<file path="src/rtl/pipe_pkg.sv">
// Shared types for the pipeline stage register: occupancy state encoding and width.
package pipe_pkg;

  typedef enum logic [1:0] {
    ST_EMPTY     = 2'd0,
    ST_FULL      = 2'd1,
    ST_SKID_FULL = 2'd2
  } pipe_state_t;

  localparam int OCC_W = 2;

  function automatic logic [OCC_W-1:0] occ_of(input pipe_state_t s);
    case (s)
      ST_FULL:      occ_of = 2'd1;
      ST_SKID_FULL: occ_of = 2'd2;
      default:      occ_of = 2'd0;
    endcase
  endfunction

endpackage

</file>
<file path="src/rtl/sat_counter.sv">
// Saturating up-counter, cleared only by reset; used for back-pressure statistics.
module sat_counter #(
  parameter int CNT_W = 16
) (
  input  logic             clk,
  input  logic             resetn,
  input  logic             inc,
  output logic [CNT_W-1:0] count
);

  always_ff @(posedge clk) begin
    if (!resetn) begin
      count <= '0;
    end else if (inc && (count != {CNT_W{1'b1}})) begin
      count <= count + CNT_W'(1);
    end
  end

endmodule

</file>
<file path="src/rtl/pipe_stage_skid.sv">
// Valid/ready pipeline stage register with optional 2-entry skid buffer, flush and
// stall counter. Control bits of any empty slot are held at zero so bubbles never write state.
module pipe_stage_skid
  import pipe_pkg::*;
#(
  parameter int DATA_W = 32,
  parameter int CTRL_W = 8,
  parameter int SKID   = 1,
  parameter int CNT_W  = 16
) (
  input  logic              clk,
  input  logic              resetn,
  input  logic              flush,
  input  logic              in_valid,
  output logic              in_ready,
  input  logic [DATA_W-1:0] in_data,
  input  logic [CTRL_W-1:0] in_ctrl,
  output logic              out_valid,
  input  logic              out_ready,
  output logic [DATA_W-1:0] out_data,
  output logic [CTRL_W-1:0] out_ctrl,
  output logic [OCC_W-1:0]  occupancy,
  output logic [CNT_W-1:0]  stall_cycles
);

  pipe_state_t       state, state_nxt;
  logic              accept, emit;
  logic              load_in, load_skid_in, load_from_skid, clear_main;
  logic [DATA_W-1:0] main_data, skid_data;
  logic [CTRL_W-1:0] main_ctrl, skid_ctrl;

  assign out_valid = (state != ST_EMPTY);
  assign emit      = out_valid && out_ready;
  assign accept    = in_valid && in_ready;
  assign out_data  = main_data;
  assign out_ctrl  = main_ctrl;
  assign occupancy = occ_of(state);

  always_comb begin
    state_nxt      = state;
    load_in        = 1'b0;
    load_skid_in   = 1'b0;
    load_from_skid = 1'b0;
    clear_main     = 1'b0;
    case (state)
      ST_EMPTY: begin
        if (accept) begin
          state_nxt = ST_FULL;
          load_in   = 1'b1;
        end
      end
      ST_FULL: begin
        if (accept && emit) begin
          load_in = 1'b1;
        end else if (accept && (SKID != 0)) begin
          state_nxt    = ST_SKID_FULL;
          load_skid_in = 1'b1;
        end else if (emit) begin
          state_nxt  = ST_EMPTY;
          clear_main = 1'b1;
        end
      end
      ST_SKID_FULL: begin
        if (emit) begin
          state_nxt      = ST_FULL;
          load_from_skid = 1'b1;
        end
      end
      default: state_nxt = ST_EMPTY;
    endcase
    // Flush overrides everything except reset; an emit in this cycle still happened downstream.
    if (flush) begin
      state_nxt      = ST_EMPTY;
      load_in        = 1'b0;
      load_skid_in   = 1'b0;
      load_from_skid = 1'b0;
      clear_main     = 1'b1;
    end
  end

  always_ff @(posedge clk) begin
    if (!resetn) begin
      state <= ST_EMPTY;
    end else begin
      state <= state_nxt;
    end
  end

  // Main (head) entry: data holds through bubbles, ctrl is zeroed whenever the slot empties.
  always_ff @(posedge clk) begin
    if (!resetn) begin
      main_data <= '0;
      main_ctrl <= '0;
    end else if (load_in) begin
      main_data <= in_data;
      main_ctrl <= in_ctrl;
    end else if (load_from_skid) begin
      main_data <= skid_data;
      main_ctrl <= skid_ctrl;
    end else if (clear_main) begin
      main_ctrl <= '0;
    end
  end

  generate
    if (SKID != 0) begin : g_skid
      logic [DATA_W-1:0] skid_data_q;
      logic [CTRL_W-1:0] skid_ctrl_q;
      logic              ready_q;

      // Ready is registered from the next state so no ready path runs from out_ready to in_ready.
      always_ff @(posedge clk) begin
        if (!resetn) begin
          skid_ctrl_q <= '0;
          ready_q     <= 1'b1;
        end else begin
          ready_q <= (state_nxt != ST_SKID_FULL);
          if (flush || load_from_skid) begin
            skid_ctrl_q <= '0;
          end else if (load_skid_in) begin
            skid_ctrl_q <= in_ctrl;
          end
        end
      end

      always_ff @(posedge clk) begin
        if (load_skid_in) begin
          skid_data_q <= in_data;
        end
      end

      assign skid_data = skid_data_q;
      assign skid_ctrl = skid_ctrl_q;
      assign in_ready  = ready_q;
    end else begin : g_noskid
      assign skid_data = '0;
      assign skid_ctrl = '0;
      assign in_ready  = !out_valid || out_ready;
    end
  endgenerate

  sat_counter #(
    .CNT_W(CNT_W)
  ) u_stall (
    .clk   (clk),
    .resetn(resetn),
    .inc   (out_valid && !out_ready),
    .count (stall_cycles)
  );

endmodule
</file>
<file path="config.mk">
export PLATFORM = sky130hd
export DESIGN_NAME = pipe_stage_skid
export DESIGN_NICKNAME = d
export VERILOG_FILES = /design/src/rtl/pipe_pkg.sv /design/src/rtl/sat_counter.sv /design/src/rtl/pipe_stage_skid.sv
export SDC_FILE = /design/constraint.sdc
export NUM_CORES = 1
export LEC_CHECK = 0
export CORE_MARGIN = 8
export CORE_UTILIZATION = 53
export DETAILED_ROUTE_END_ITERATION = 6
export GPL_TIMING_DRIVEN = 0
export PLACE_DENSITY = 0.95
export SYNTH_ARGS = -nofsm -noshare
export SYNTH_HDL_FRONTEND = slang
export SYNTH_SLANG_ARGS = --single-unit
</file>
<file path="constraint.sdc">
create_clock -name clk -period 5.1 [get_ports clk]
set_input_delay 1.02 -clock clk [delete_from_list [all_inputs] [get_ports clk]]
set_output_delay 1.02 -clock clk [all_outputs]
set_load 0.005 [all_outputs]
</file>
## Yosys cells after proc, flatten, opt, wreduce, memory -nomap -nowiden

Index checks and enable logic that the tools add are counted.

- Add/subtract/negate cells: 1
- Equal/unequal tests: 4
- Multiplexer cells: 27
- Bitwise gates (word level): 1
- Reduce and logical (&&, ||, !) cells: 12

Operators with widths:

| kind | number |
|---|---|
| $mux W32 | 2 |
| $mux W8 | 3 |
| $add A16 B1 Y16 const B | 1 |
| $ne A16 B16 Y1 const B | 1 |
| $mux W1 | 13 |
| $mux W2 | 6 |
| $pmux W2 S3 | 1 |
| $logic_and A1 B1 Y1 | 5 |
| $pmux W2 S2 | 1 |
| $reduce_bool A2 Y1 | 2 |
| $reduce_bool A3 Y1 | 1 |
| $eq A2 B1 Y1 const B | 1 |
| $eq A2 B2 Y1 const B | 1 |
| $logic_not A2 Y1 | 1 |
| $ne A2 B2 Y1 const B | 1 |
| $pmux W1 S2 | 1 |
| $reduce_or A2 Y1 | 1 |
| $logic_not A1 Y1 | 1 |
| $logic_or A1 B1 Y1 | 1 |
| $not A1 Y1 | 1 |

- Register bits after elaboration: 99
- Input bits: 45
- Output and inout bits: 60
- Word-level logic and storage cells: 52

## Depth between registers and ports, before layout

Gate-level depths: netlist (run 1).

- Depth after elaboration: 10
- Mapped depth: 7
- Depth with buffers taken out: 5

## Hierarchy

From an unflattened synthesis (run 1), not the netlist that was laid out.

- Cells, all modules: 352
- Area, all modules: 4,031.4 µm²

By module, submodules not included:

| module | instances | cells each | area an instance (µm²) | seq. area each (µm²) |
|---|---|---|---|---|
| pipe_stage_skid | 1 | 255 | 3,194.3 | 1,981.9 |
| sat_counter | 1 | 97 | 837.1 | 320.3 |

## Worst setup path before layout (run 1)

Ideal clock, no wire load.

- Path type: input -> register
- Start: input out_ready
- End: register g_skid.skid_data_q[0] (enable)
- Setup time: 0.387 ns
- Arrival time: 2.313 ns
- Required time: 4.713 ns
- Setup slack: 2.400 ns
- Stages: 4
- Buffers on the path: 2
- Path through: buf_6 -> or3_1 -> buf_2 -> inv_1

- Cells in the longest elaborated chain, start to end: 5

Ends and longest elaborated chain:

| element | line | RTL |
|---|---|---|
| start: declaration | pipe_stage_skid.sv:19 | `input logic out_ready,` |
| $logic_and A1 B1 Y1 | pipe_stage_skid.sv:33 | `assign emit = out_valid && out_ready;` |
| $logic_and A1 B1 Y1 | pipe_stage_skid.sv:53 | `if (accept && emit) begin` |
| $mux W1 | pipe_stage_skid.sv:53 |  |
| $mux W1 | pipe_stage_skid.sv:45 | `case (state)` |
| $mux W1 | pipe_stage_skid.sv:72 | `if (flush) begin` |
| via load_skid_in | pipe_stage_skid.sv:28 | `logic load_in, load_skid_in, load_from_skid, clear_main;` |
| end signal: assignment | pipe_stage_skid.sv:128 | `skid_data_q <= in_data;` |
| end: declaration | pipe_stage_skid.sv:107 | `logic [DATA_W-1:0] skid_data_q;` |

The timed path passes the listed nets, and every way through them passes these cells.
A chain may end at the register's enable or synchronous reset.

## Worst setup path in the final report (run 1)

- Start: input in_valid
- End: register g_skid.skid_data_q[13] (enable)

- Cells in the longest elaborated chain, start to end: 5
- Elaborated cells on any way between the ends: 6
- Classes of those cells: mux: 4; reduce/logical: 2

Ends and longest elaborated chain:

| element | line | RTL |
|---|---|---|
| start: declaration | pipe_stage_skid.sv:14 | `input logic in_valid,` |
| $logic_and A1 B1 Y1 (*) | pipe_stage_skid.sv:34 | `assign accept = in_valid && in_ready;` |
| $mux W1 or $logic_and A1 B1 Y1 (tied branches) | pipe_stage_skid.sv:55, pipe_stage_skid.sv:53 |  |
| $mux W1 (*) | pipe_stage_skid.sv:53 |  |
| $mux W1 (*) | pipe_stage_skid.sv:45 |  |
| $mux W1 (*) | pipe_stage_skid.sv:72 |  |
| via load_skid_in | pipe_stage_skid.sv:28 |  |

Mark *: on every way through the listed nets, which the timed path passes. The rest lies on a longest branch.

==> results.cfg, run 1 <==
[synthesis]
synth.area.top_cells = dfxtp_1 (32%), edfxtp_1 (23%), mux2i_1 (10%)
ys_seq_area_share_pct = 54.6
synthesis.nets = 396
synth.distinct_cells = 51
yosysWarnings = 0
netlist_area_sq_um = 4220
yosys.area.top_type_share_pct = 31.8
yosysTopAreaCell = dfxtp_1
ys_ff_latch = 99
avgSynthCellArea_sq_um = 12.1
synthCells = 350

[timing]
period_share_pct = 55.3
slew_headroom_pct = 47.7
timing_hold_violations_final = 0
fin_ws_ns = 2.28
setup-tns-final_ns = 0
fin_worst_skew_ns = 0.0111
rsz0062_at_grt = no
clock.fmax_mhz = 355
finalMaxSlewViolations = 0
fin_crit_ns = 2.82
worstMarginPinSlew_ns = 0.778
setup_violations = 0
fin_hold_ws_ns = 0.471

[pwr]
irDropWorstVdd_v = 0.000155
p_total_mw = 1.58
leakagePower_nw = 1.91
p_per_area_nw_per_um2 = 281

[die]
start_util_pct = 54.6
dieArea_sq_um = 11100
die_h_microns = 105
rows = 32
core_area_sq_um = 7730
die_x_microns = 105
ioPinCount = 105

[critical_path]
reg2regPathDepth = 5
cp.arrival_ns = 2.88
critPathRequiredTime_ns = 5.16
worstReg2RegStart = state[0]$_SDFF_PN0_
r2r_setup_slack_ns = 2.95
worstReg2RegEnd = g_skid.skid_data_q[13]$_DFFE_PP_
setup.worst_path.class = in -> reg
cp_max_fo = 22
crit_path_end_kind = register
start_kind = input port
worstSetupEndpoint = g_skid.skid_data_q[13]$_DFFE_PP_
critPathLaunch = in_valid

[grt]
grt_max_degree = 33
top_usage_layer = met2
use_met1_pct = 20.9
antenna_found_initial = 0
overflow = 0
grt_pass1_wl_microns = 16600
met3_usage_pct = 4.32
grt_util_met2_pct = 31.6
grt_pass1_vias = 3334
grt_util_all_layers_pct = 18.0

[clock_network]
h-tree-depth = 3
cts_buffer_depth = 2
cts_setup_buffers = 0
clkSinkCount = 99
cts_resized = 0
holdBufCountCts = 0
cts.reportedPaths.clkPinSlew_ns = 0.09
clock-root-buffer = clkbuf_8
cts_tree = built
clk_latency_ns = 0.35
cts_buffers = 9

[cells_and_area]
final_nets = 511
fillers = 503
antenna_cells = 0
design_area_sq_um = 5630
finalNonFillerCells = 572
fin_util_pct = 72.9
multiInputGateArea_sq_um = 1740
syn2layout_area_growth_pct = 33.4
regArea_sq_um = 2300
drive_gt1_share_pct = 16.0

[route]
drtPass1Iterations = 4
drt-initial-drc-count = 87
ant_nets = 0
vias = 3189
wire_per_inst_microns = 17.7
wirelength_microns = 10100
via_per_inst = 5.58
remaining_drc_errors = 0

[place]
place_hpwl_microns = 7310
placed_cells = 555
place.gp.congestion = 0.790
port_buffers = 103
dpl-instance-area_sq_um = 5380
place_ws_ns = 1.49

[run]
maxCapViolations = 0

[status]
status = finished clean

[worst_hold_path]
hold_class = reg -> reg
cell type report:
class,instances,area share [%]
clock inverters,6,1.53
clock buffers,10,2.44
flip-flops and latches,99,40.9
inverters,8,0.533
plain buffers,22,2.69
multi-input cells,221,30.8
well taps,102,2.27
repair buffers,104,18.8
report_power, final:
part / leakage [nW] / switching [mW] / internal [mW]
sequential: 0.835 / 0.0128 / 0.836
combinational: 0.966 / 0.0767 / 0.102
clock: 0.113 / 0.264 / 0.290
cells by family (layout without fill, tap and decap cells):
kind of cell	after synthesis	after routing	share of synthesized area (%)
flops	99	99	54.6
buf+inv	30	150	4.30
compound gates	78	78	17.7
mux	45	45	10.7
fa+ha+maj	1	1	0.296
simple gates	97	97	12.5
critical path, stage by stage:
cell and delay (ns):
clkdlybuf4s50_1 0.51, nand4b_1 0.14, or3_1 0.31, buf_2 0.21, inv_1 0.43, buf_16 0.24
state kept, by name (all words and copies together) (netlist names):
register and cells:
g_skid.skid_data_q 32, out_data 32, u_stall.count 16, g_skid.skid_ctrl_q 8
out_ctrl 8, state 2, in_ready 1
layer usage:
metal  up-vias  routed length, microns  share of wire [%]
met5         -                       0                  0
met4         0                     172                1.7
met2        92                    4960                 49
met1      1548                    4490                 44
li1       1534                       -                  -
met3        15                     508                5.0
cells in the mapped netlist (all sizes together):
master,instances
nor2,44
nand4b,2
nor2b,2
o311a,2
a22oi,8
clkbuf,9
or4,5
a21o,1
nor3,4
and2,1
or2,1
dfxtp,67
nand3b,1
a211oi,34
a31oi,2
nand2,11
a21oi,8
a211o,1
o21bai,3
a41oi,1
o31ai,4
nand4,3
nor4,2
a311oi,1
nor4b,1
o21ai,3
o41ai,1
o211ai,1
nand3,7
inv,8
nand4bb,1
nand2b,8
or3,2
edfxtp,32
mux2,1
and4b,1
buf,13
o2bb2ai,8
nor3b,1
mux2i,44
ha,1
cells in the final DEF (no fill, tap or decap), types with 3 or more instances in the layout:
cell and n:
clkdlybuf4s50_1 103, inv_1 8, clkbuf_1 7, nor3_1 3, nand3_1 6, a211oi_2 32, a21oi_1 8, dfxtp_1 67
mux2i_1 44, buf_2 4, nor2_1 44, nand2b_1 7, o2bb2ai_1 8, clkbuf_8 10, nand2_1 11, buf_6 6
buf_4 3, edfxtp_1 32, a22oi_1 8, o31ai_1 4, o21ai_1 3, or4_1 4
worst min path at each step:
stage                     cells after the start                        to                startpoint  slack, ns
final                                         1  out_ctrl[1]$_SDFFE_PN0P_  out_ctrl[1]$_SDFFE_PN0P_       0.47
after floorplan                               1  out_ctrl[0]$_SDFFE_PN0P_  out_ctrl[0]$_SDFFE_PN0P_       0.46
after global placement                        1  out_ctrl[4]$_SDFFE_PN0P_  out_ctrl[4]$_SDFFE_PN0P_       0.45
after global routing                          1  out_ctrl[4]$_SDFFE_PN0P_  out_ctrl[4]$_SDFFE_PN0P_       0.48
after CTS                                     1  out_ctrl[4]$_SDFFE_PN0P_  out_ctrl[4]$_SDFFE_PN0P_       0.47
after detailed placement                      1  out_ctrl[3]$_SDFFE_PN0P_  out_ctrl[3]$_SDFFE_PN0P_       0.45
(Power assumes the default switching activity.)
==> run 2: changes to the inputs <==
- CORE_UTILIZATION: 53 -> 44
- PLACE_DENSITY: 0.95 -> 0.86
- clock period: 5.1 -> 2.51 ns (I/O delays scaled with it)
==> run 2 against run 1 <==
Global-route usage down 2.1 points. Sequential share of layout area rose by 0.21 points. Clock power up 74%. Die area grew 17%. Non-clock buffer count down 1. Register-to-register slack got worse by 2.6 ns. Routed wire length up 2.3%. Combinational power rose by 100%. Clock skew decreased by 0.0024 ns. Critical path type unchanged. Critical endpoint is now g_skid.skid_data_q[0]$_DFFE_PP_.
==> results.cfg, run 2 (synthesized netlist as in run 1, its figures left out) <==
[critical_path]
worst_path_max_delay_cell = clkinvlp_4
cp_max_fo = 32
critical_path.top_delay_family = buffers and inverters
start_kind = input port
critPathMaxStageDelay_ns = 0.68
reg2regPathDepth = 5
cp.arrival_ns = 2.21
critPathRequiredTime_ns = 2.39
cp.depth = 5
critPathLaunch = in_valid
worstReg2RegStart = state[1]$_SDFF_PN0_
setup.worst_path.class = in -> reg
r2r_setup_slack_ns = 0.32
cp_num_buf_inv = 3
worstSetupEndpoint = g_skid.skid_data_q[0]$_DFFE_PP_
path_cells = clkdlybuf4s50_1 -> nand4b_1 -> or3_1 -> buf_2 -> clkinvlp_4
worstReg2RegEnd = g_skid.skid_data_q[0]$_DFFE_PP_
crit_path_end_kind = register

[die]
die_h_microns = 114
ioPinCount = 105
rows = 35
dieArea_sq_um = 13000
core_area_sq_um = 9280
start_util_pct = 45.5
die_x_microns = 114

[place]
place.gp.congestion = 0.808
place_ws_ns = -0.578
place_hpwl_microns = 7530
placed_cells = 582
port_buffers = 103

[pwr]
leakagePower_nw = 1.87
p_per_area_nw_per_um2 = 544
irDropWorstVdd_v = 0.000274

[timing]
fin_ws_ns = 0.172
clock.fmax_mhz = 428
worstMarginPinSlew_ns = 0.881
setup_violations = 0
rsz0062_at_grt = no
fin_worst_skew_ns = 0.00868
timing_hold_violations_final = 0
fin_crit_ns = 2.34
finalMaxSlewViolations = 0
period_share_pct = 93.2
slew_headroom_pct = 40.8

[route]
ant_nets = 0
wirelength_microns = 10400
via_per_inst = 5.31
remaining_drc_errors = 0
drtPass1Iterations = 4
drt-initial-drc-count = 131
vias = 3177
wire_per_inst_microns = 17.3

[cells_and_area]
layout_commonest_cell = clkdlybuf4s50_1
syn2layout_area_growth_pct = 32.7
drive_gt1_share_pct = 16.0
fillers = 805
finalNonFillerCells = 598
final_nets = 510
antenna_cells = 0
layout_common_cells = clkdlybuf4s50_1 (103), dfxtp_1 (67), nor2_1 (44), mux2i_1 (44)
fin_util_pct = 60.3

[grt]
overflow = 0
grt_max_degree = 33
grt_util_all_layers_pct = 16.0
antenna_found_initial = 0
grt_pass1_wl_microns = 16800
grt_pass1_vias = 3316

[clock_network]
cts_buffers = 9
clk_latency_ns = 0.35
clkSinkCount = 99
cts.reportedPaths.clkPinSlew_ns = 0.09
clock-root-buffer = clkbuf_8
h-tree-depth = 3
cts_tree = built
cts_setup_buffers = 0
cts_buffer_depth = 2

[run]
maxCapViolations = 0

[status]
status = finished clean

[worst_hold_path]
hold_class = in -> reg
==> run 2: report_power, final <==
group | internal, mW | total (mW) | switching, mW | leakage, nW
clock | 0.378 | 0.964 | 0.586 | 0.0932
sequential | 1.70 | 1.72 | 0.0262 | 0.835
combinational | 0.205 | 0.361 | 0.155 | 0.945
==> run 2: how the worst min path moves through the flow <==
stage	startpoint	slack, ns	end	cells after the start
global route	out_ready	0.38	in_ready$_SDFF_PN1_	2
global placement	out_ctrl[4]$_SDFFE_PN0P_	0.45	out_ctrl[4]$_SDFFE_PN0P_	1
detailed placement	out_ctrl[4]$_SDFFE_PN0P_	0.45	out_ctrl[4]$_SDFFE_PN0P_	1
CTS	out_ready	0.38	in_ready$_SDFF_PN1_	2
floorplan	out_ctrl[0]$_SDFFE_PN0P_	0.46	out_ctrl[0]$_SDFFE_PN0P_	1
finish	out_ready	0.40	in_ready$_SDFF_PN1_	2
==> run 2: layout make-up <==
class	count	area (sq um)	share of cell area, %
clock buffer	9	124	2.21
timing repair buffer	103	1030	18.4
multi-input combinational	221	1740	31.0
tap	129	161	2.88
sequential	99	2300	41.1
clock inverter	7	61.3	1.09
buffer	22	151	2.70
inverter	8	33.8	0.603
==> run 2: through the flow <==
stage	instance area (sq um)	setup TNS (ns)	total power, mW	hold slack (ns)
finish	5600	0	3.05	0.398
CTS	5600	0	3.08	0.382
global route	5600	0	3.17	0.379
floorplan	4220	0	1.92	0.456
detailed placement	5410	-19.47	2.13	0.447
global placement	5410	-19.33	2.11	0.450
==> run 2: routing by layer <==
metal  part of all wire, %  GRT usage (%)  vias to the layer above  wire length, microns
met1                    45           19.4                     1539                  4680
met2                    47           26.5                       96                  4920
met5                     0              0                        -                     0
met4                  0.94           4.35                        0                    97
met3                   6.3           4.97                        9                   656
li1                      -              -                     1533                     -
==> run 2: timing repair <==
action,in CTS,in global routing
endpoints found under the setup margin,32,0
resized for setup,1,0
hold buffers,0,0
==> run 3: changes to the inputs <==
- CORE_MARGIN: 8 -> 2
- CORE_UTILIZATION: 44 -> 56
- DONT_BUFFER_PORTS: not set -> 1
- PLACE_DENSITY: 0.86 -> 0.85
==> run 3 against run 2 <==
Non-clock buffer count shrank 103. Setup slack better by 0.19 ns. Hold slack got worse by 0.17 ns. Critical path depth unchanged. Cell count is 22% lower. Routed wire length is 17% lower. First-iteration DRC count shrank 27%. Core utilization is 1.8 points higher. Critical path type is now reg -> reg.
==> results.cfg, run 3 (synthesized netlist as in run 1, its figures left out) <==
[status]
status = finished clean

[cells_and_area]
final_nets = 407
syn2layout_area_growth_pct = 7.29
drive_gt1_share_pct = 19.9
layout_common_cells = dfxtp_1 (67), nor2_1 (44), mux2i_1 (44), a211oi_2 (32), edfxtp_1 (32)
fin_util_pct = 62.1
antenna_cells = 0
finalNonFillerCells = 465
layout_commonest_cell = dfxtp_1

[critical_path]
r2r_setup_slack_ns = 0.36
worstReg2RegEnd = g_skid.skid_data_q[31]$_DFFE_PP_
critPathRequiredTime_ns = 2.40
cp_max_fo = 32
start_kind = register
worstReg2RegStart = state[1]$_SDFF_PN0_
crit_path_end_kind = register
cp.arrival_ns = 2.03
reg2regPathDepth = 5
critPathMaxStageDelay_ns = 0.66
worst_path_max_delay_cell = clkinvlp_4
setup.worst_path.class = reg -> reg
path_cells = buf_6 -> nand4b_1 -> or3_1 -> buf_2 -> clkinvlp_4

[grt]
grt_max_degree = 33
grt_pass1_vias = 2852
antenna_found_initial = 0
grt_util_all_layers_pct = 21.8
overflow = 0
grt_pass1_wl_microns = 14200

[clock_network]
cts_tree = built
cts_buffers = 9
clk_latency_ns = 0.36
cts_resized = 1
clkSinkCount = 99
h-tree-depth = 3
clock-root-buffer = clkbuf_8
cts.reportedPaths.clkPinSlew_ns = 0.09
holdBufCountCts = 0
cts_buffer_depth = 2
cts_setup_buffers = 0

[timing]
fin_ws_ns = 0.362
finalMaxSlewViolations = 0
fin_worst_skew_ns = 0.00825
fin_crit_ns = 2.15
rsz0062_at_grt = no
period_share_pct = 85.6
timing_hold_violations_final = 0
slew_headroom_pct = 48.5
setup_violations = 0
worstMarginPinSlew_ns = 0.766
clock.fmax_mhz = 466

[route]
via_per_inst = 5.96
vias = 2772
wire_per_inst_microns = 18.5
remaining_drc_errors = 0
drt-initial-drc-count = 95
wirelength_microns = 8600
ant_nets = 0
drtPass1Iterations = 4

[pwr]
p_per_area_nw_per_um2 = 633
combPwrFrac_pct = 6.4
intPower_mw = 2.19
p_total_mw = 2.87
pwr-share-seq_pct = 60.5
leakagePower_nw = 1.49
switching_share_pct = 23.5
p_switching_mw = 0.673
irDropWorstVdd_v = 0.000423
p_clk_share_pct = 33.1

[worst_hold_path]
hold_path_end = g_skid.skid_data_q[29]$_DFFE_PP_
hold_class = in -> reg
hp-start = in_data[29]
hold_depth = 0

[place]
place_ws_ns = -0.0701
place_hpwl_microns = 6040
place.gp.congestion = 0.831
port_buffers = 0
placed_cells = 449

[die]
die_h_microns = 90.8
rows = 31
dieArea_sq_um = 8250
start_util_pct = 57.9
core_area_sq_um = 7290
ioPinCount = 105
die_x_microns = 90.8

[run]
maxCapViolations = 0
-- run 3: changes by cell type in the layout (fill, tap and decap cells not counted) --
cell,before,now
clkdlybuf4s50_1,103,0
clkinv_4,3,0
clkbuf_1,7,9
clkbuf_8,9,11
inv_8,2,0
inv_6,0,1
-- run 3: routing by layer --
metal | track usage (%) | wire [microns] | vias up
met3 | 9.60 | 916 | 12
met4 | 7.70 | 117 | 0
met2 | 36.4 | 4170 | 99
li1 | - | - | 1329
met1 | 24.8 | 3390 | 1332
met5 | 0 | 0 | -
-- run 3: final cells by class --
class | instances | area, sq um
Fill cell | 608 | 2760
Sequential cell | 99 | 2300
Multi-Input combinational cell | 221 | 1740
Clock buffer | 13 | 159
Buffer | 22 | 151
Tap cell | 99 | 124
Inverter | 8 | 33.8
Clock inverter | 3 | 21.3
-- run 3: power by group through the flow --
| stage | Clock (mW) | Sequential (mW) | Combinational [mW] |
|---|---|---|---|
| 6_report | 0.948 | 1.74 | 0.183 |
| 5_1_grt | 1.04 | 1.74 | 0.204 |
| 4_1_cts | 0.975 | 1.74 | 0.187 |
| 3_5_place_dp | 0 | 1.77 | 0.187 |
| 3_3_place_gp | 0 | 1.77 | 0.180 |
| 2_1_floorplan | 0 | 1.76 | 0.154 |
-- run 3: how the worst max path moves through the flow --
stage,startpoint,end,slack [ns],cells after the start
final,state[1]$_SDFF_PN0_,g_skid.skid_data_q[31]$_DFFE_PP_,0.36,5
after global routing,state[1]$_SDFF_PN0_,g_skid.skid_data_q[31]$_DFFE_PP_,0.18,5
after CTS,state[1]$_SDFF_PN0_,g_skid.skid_data_q[19]$_DFFE_PP_,0.33,5
after detailed placement,out_ready,g_skid.skid_data_q[10]$_DFFE_PP_,-0.07,4
after global placement,out_ready,g_skid.skid_data_q[10]$_DFFE_PP_,-0.07,4
after floorplan,out_ready,g_skid.skid_data_q[0]$_DFFE_PP_,0.33,4
-- run 3: critical path: cells and delay by family, from the launching register on --
kind                   cells  cell delay [ns]
and+or+nand+nor            2             0.25
DFF                        1             0.33
buffers and inverters      3             1.08
-- run 3: metrics by stage --
step | instance area (sq um) | hold WS [ns] | setup TNS [ns]
3_3_place_gp | 4340 | 0.476 | -2.21
6_report | 4530 | 0.227 | 0
5_1_grt | 4530 | 0.206 | 0
3_5_place_dp | 4340 | 0.474 | -2.18
4_1_cts | 4530 | 0.209 | 0
2_1_floorplan | 4220 | 0.456 | 0
==> patch 1, RTL diff (flow settings as in run 2) <==
Set the package constant `OCC_W` to 3 (it was 2).
--- a/src/rtl/pipe_pkg.sv
+++ b/src/rtl/pipe_pkg.sv
@@ -7,7 +7,7 @@
     ST_SKID_FULL = 2'd2
   } pipe_state_t;
 
-  localparam int OCC_W = 2;
+  localparam int OCC_W = 3;
 
   function automatic logic [OCC_W-1:0] occ_of(input pipe_state_t s);
     case (s)
Ports: changed (resized occupancy); port bits go from 105 to 106. No check against the original RTL was run, so the function may have changed too.
==> patch 1 against run 2 <==
Worst setup slack improved by 0.028 ns; cell area is 0.18% higher; hold slack better by 0.0090 ns; wire length is 1.1% lower; synthesized area rose by 0.27%; die area is 0.23% higher; sequential cell count is the same; total power decreased by 0.32%; largest cell class unchanged; highest routed layer unchanged.
==> patch 1: results (changes against run 2) <==
fin_cells: 600  # +0.33%
status: "finished clean"
cts_setup_buffers: 0  # unchanged
layout.nets: 512  # +0.39%
p_leak_nw: 1.878  # +0.25%
clk_pin_slew_ns: 0.09  # about the same
drtIter0Drc: 146  # +11%
synth_fp_nets: 398  # +0.51%
wirelength_microns: 10240  # -1.1%
relSlewSlack: 0.4349  # +0.02718
hpwlAfterDp_microns: 7374  # -2.0%
place_ws_ns: -0.5604  # +0.01775 ns
grt_pass1_wl_microns: 16170  # -3.8%
fin_skew_ns: 0.008644  # -0.00004027 ns
grt.total_usage: 0.1535  # -0.006041
fillCellCount: 788  # -2.1%
crit_arrival_ns: 2.19  # -0.02 ns
placed_cells: 584  # +0.34%
ys_top_cells_by_area: "dfxtp_1 (32%), edfxtp_1 (23%), mux2i_1 (10%), a211oi_2 (9.5%), nor2_1 (3.9%)"
ys_types: 52  # +2.0%
postSynth.asyncResetShare: 0  # unchanged
synth_area_per_cell_sq_um: 12.02  # -0.30%
drive_gt1_frac: 0.1614  # +0.001444
cts_buffers: 9  # unchanged
h-tree-depth: 3  # unchanged
slowest_delay_ns: 0.66  # -0.02 ns
first_global_vias: 3239  # -2.3%
irDropWorstVdd_uv: 256.7  # -6.2%
cts_resized: 1  # unchanged
antenna_found_initial: 0  # unchanged
place_congestion: 0.8129  # +0.59%
seq_area_frac_synth: 0.5441  # -0.001452
worst_path_max_delay_cell: "clkinvlp_4"
viasPerCell: 5.368  # +1.0%
root_buffer: "clkbuf_8"
## patch 1: changes by cell type in the layout (fill, tap and decap cells not counted)
cell and delta:
buf_4 +1, clkinv_4 -1, clkinvlp_4 +1, conb_1 +1
## patch 1: through the flow
step	area [sq um]	TNS (ns)	hold slack, ns	total power, W	util
2_1_floorplan	4232	0	0.4558	0.001917	-
3_3_place_gp	5424	-19.16	0.4485	0.002115	0.5842
3_5_place_dp	5424	-19.01	0.4453	0.002126	0.5842
4_1_cts	5612	0	0.3862	0.003085	0.6044
5_1_grt	5612	0	0.4024	0.003164	0.6044
6_report	5612	0	0.4070	0.003040	0.6044
## patch 1: power by group
part | switching, W | total (W) | internal (W)
Clock | 0.000577 | 0.000953 | 0.000376
Combinational | 0.000157 | 0.000363 | 0.000206
Sequential | 0.0000260 | 0.00172 | 0.00170
## patch 1: layer usage
layer / up-vias / track usage / part of all wire
met5: - / 0 / 0
met4: 0 / 0.04969 / 0.013
met3: 20 / 0.03850 / 0.058
met2: 105 / 0.2591 / 0.48
met1: 1561 / 0.1870 / 0.45
li1: 1535 / - / -
## patch 1: final timing paths
kind,slack (ns),end,startpoint,cells after the start
worst min register to register,0.48,out_ctrl[7],out_ctrl[7],1
worst min-delay path,0.41,in_ready,out_ready,2
worst max register to register,0.35,g_skid.skid_data_q[12],state[1],5
worst max-delay path,0.20,g_skid.skid_data_q[12],flush,4
## patch 1: kinds of logic (layout without fill, tap and decap cells)
family	count (synthesis)	after routing	share of synthesized area
compound gates	78	78	0.1765
flops	99	99	0.5441
simple gates	97	97	0.1242
mux	45	45	0.1067
buf+inv	31	150	0.04465
other cells	1	1	0.0008862
fa+ha+maj	1	1	0.002956
## patch 1: worst register-to-register path, delay by kind of cell (launching register included)
kind | cells | cell delay (ns)
buf+inv | 3 | 1.09
simple gates | 2 | 0.26
flops | 1 | 0.33
## patch 1: final cells by class
cell class | instances | area [sq um] | share of cell area
flip-flops and latches | 99 | 2302 | 0.4103
clock inverters | 7 | 60.06 | 0.01070
clock buffers | 9 | 123.9 | 0.02207
repair buffers | 103 | 1031 | 0.1837
inverters | 8 | 33.78 | 0.006020
well taps | 129 | 161.4 | 0.02876
plain buffers | 23 | 158.9 | 0.02832
multi-input cells | 222 | 1740 | 0.3101
==> patch 2, RTL diff (config.mk and constraints of run 2) <==
Without the edit above. Make the reset (`resetn`) asynchronous in 4 clocked blocks.
--- a/src/rtl/sat_counter.sv
+++ b/src/rtl/sat_counter.sv
@@ -8,7 +8,7 @@
   output logic [CNT_W-1:0] count
 );
 
-  always_ff @(posedge clk) begin
+  always_ff @(posedge clk or negedge resetn) begin
     if (!resetn) begin
       count <= '0;
     end else if (inc && (count != {CNT_W{1'b1}})) begin
--- a/src/rtl/pipe_stage_skid.sv
+++ b/src/rtl/pipe_stage_skid.sv
@@ -78,7 +78,7 @@
     end
   end
 
-  always_ff @(posedge clk) begin
+  always_ff @(posedge clk or negedge resetn) begin
     if (!resetn) begin
       state <= ST_EMPTY;
     end else begin
@@ -87,7 +87,7 @@
   end
 
   // Main (head) entry: data holds through bubbles, ctrl is zeroed whenever the slot empties.
-  always_ff @(posedge clk) begin
+  always_ff @(posedge clk or negedge resetn) begin
     if (!resetn) begin
       main_data <= '0;
       main_ctrl <= '0;
@@ -109,7 +109,7 @@
       logic              ready_q;
 
       // Ready is registered from the next state so no ready path runs from out_ready to in_ready.
-      always_ff @(posedge clk) begin
+      always_ff @(posedge clk or negedge resetn) begin
         if (!resetn) begin
           skid_ctrl_q <= '0;
           ready_q     <= 1'b1;
Check against the original RTL: differs if resetn is asserted again (counterexample within 4 cycles, from zero or initial values and one cycle with resetn low); with resetn held inactive, the same outputs for 10 cycles.
==> patch 2 against run 2 <==
Hold slack worse by 0.16 ns; synthesized area down 4.5%; cell area shrank 2.3%; core utilization hardly changed; critical endpoint is now out_data[21]; wire length shrank 5.1%; sequential cell count stayed put; combinational power up 93%; total power is 26% higher; worst setup slack better by 0.086 ns.
==> patch 2: results (changes against run 2) <==
status: "finished clean"
grt_max_degree: 68  # +110%
grt_pass1_wl_microns: 16130  # -4.0%
p_int_w: 0.002906  # +27%
grt_use_met3: 0.05628  # +0.006620
cp_top_family: "buffers and inverters"
slowest_delay_ns: 0.57  # -0.11 ns
dr_wl_met3_microns: 669  # +2.0%
postSynth.asyncResetShare: 0.6768  # +0.6768
dpl-instance-area_sq_um: 5235  # -3.3%
pg_clk_w: 0.00120  # +24%
fin_cells: 537  # -10%
fillCellCount: 729  # -9.4%
drive_gt1_frac: 0.09155  # -0.06837
synth_warnings: 0  # unchanged
seq-power_w: 0.00194  # +13%
crit_fanout: 10  # -69%
routedWlPerCell_microns: 18.30  # +5.7%
timing.rr.start: "state[1]"
p_leak_nw: 2.225  # +19%
worst_pin_slew_ns: 1.146  # +0.2644 ns
ys_top_cells_by_area: "dfrtp_1 (41%), edfxtp_1 (24%), mux2i_1 (7.7%), o21ai_0 (4.1%), a22o_1 (3.5%)"
diodes: 0  # unchanged
layout.nets: 468  # -8.2%
antenna_found_initial: 0  # unchanged
met2_usage: 0.2464  # -0.01901
synth_fp_nets: 353  # -11%
h-tree-depth: 3  # unchanged
wl_met1_microns: 4422  # -5.6%
place_ws_ns: -0.1314  # +0.4468 ns
place_congestion: 0.7883  # -2.5%
max_freq_ghz: 0.4440  # +3.8%
irDropWorstVdd_uv: 414.9  # +52%
ys_types: 40  # -22%
cts_buffers: 9  # unchanged
synth_edf_count: 32  # unchanged
seq_area_frac_synth: 0.6550  # +0.1095
cts_resized: 0  # -1
grt_use_met1: 0.2064  # +0.01194
r2r_cells: 6  # +1
hold_class: "in2async"
worst_path_max_delay_cell: "nor3_2"
hpwlAfterDp_microns: 6833  # -9.2%
synth_area_per_cell_sq_um: 13.12  # +8.8%
clockPowerShare: 0.312  # -0.004
grt.total_usage: 0.1603  # +0.0007970
drtIter0Drc: 143  # +9.2%
port_buffers: 102  # -0.97%
crit_path_end: "out_data[21]"
cts_setup_buffers: 0  # unchanged
first_pass_iters: 5  # +1
placed_cells: 522  # -10%
wl_met2_microns: 4619  # -6.1%
synthTopCellsByCount: "dfrtp_1 (66), nand2_1 (37), o21ai_0 (33), edfxtp_1 (32), mux2i_1 (31)"
first_global_vias: 3027  # -8.7%
fin_skew_ns: 0.01471  # +0.006022 ns
vias: 2853  # -10%
crit_arrival_ns: 2.51  # +0.30 ns
## patch 2: cell count changes in the layout (fill, tap and decap cells not counted), moves of 5 or more
cell | before | now
mux2i_1 | 44 | 31
dfxtp_1 | 67 | 0
o2bb2ai_1 | 8 | 0
dfrtp_1 | 0 | 66
xor2_1 | 0 | 12
o21ai_0 | 0 | 33
a21o_1 | 1 | 8
nand2b_1 | 7 | 0
a22o_1 | 0 | 16
nand2_1 | 11 | 37
a22oi_1 | 8 | 0
a211oi_2 | 32 | 0
buf_6 | 6 | 1
nor2_1 | 44 | 8
## patch 2: worst min path at each step
stage,from,endpoint,slack (ns)
2_1_floorplan,resetn,g_skid.skid_ctrl_q[0],0.21
4_1_cts,resetn,u_stall.count[15],0.28
3_5_place_dp,out_ctrl[0],out_ctrl[0],0.47
3_3_place_gp,out_ctrl[3],out_ctrl[3],0.46
6_report,resetn,u_stall.count[15],0.24
5_1_grt,resetn,out_data[24],0.33
## patch 2: cell type report
class	instances	area [sq um]	area share
flip-flops and latches	99	2639	0.4823
multi-input cells	191	1309	0.2392
repair buffers	104	1061	0.1939
well taps	111	138.9	0.02538
clock buffers	9	123.9	0.02264
clock inverters	6	112.6	0.02058
plain buffers	14	76.32	0.01395
inverters	3	11.26	0.002058
## patch 2: cells by family (layout without fill, tap and decap cells)
family | count (synthesis) | after routing | synth area share
AND/OR/NAND/NOR | 78 | 78 | 0.1006
multiplexers | 34 | 34 | 0.08540
flip-flops | 99 | 99 | 0.6550
buffers and inverters | 17 | 136 | 0.02174
XOR/XNOR | 12 | 12 | 0.02609
adder cells (fa/ha/maj) | 1 | 1 | 0.003105
AO/OA/AOI/OAI | 66 | 66 | 0.1081
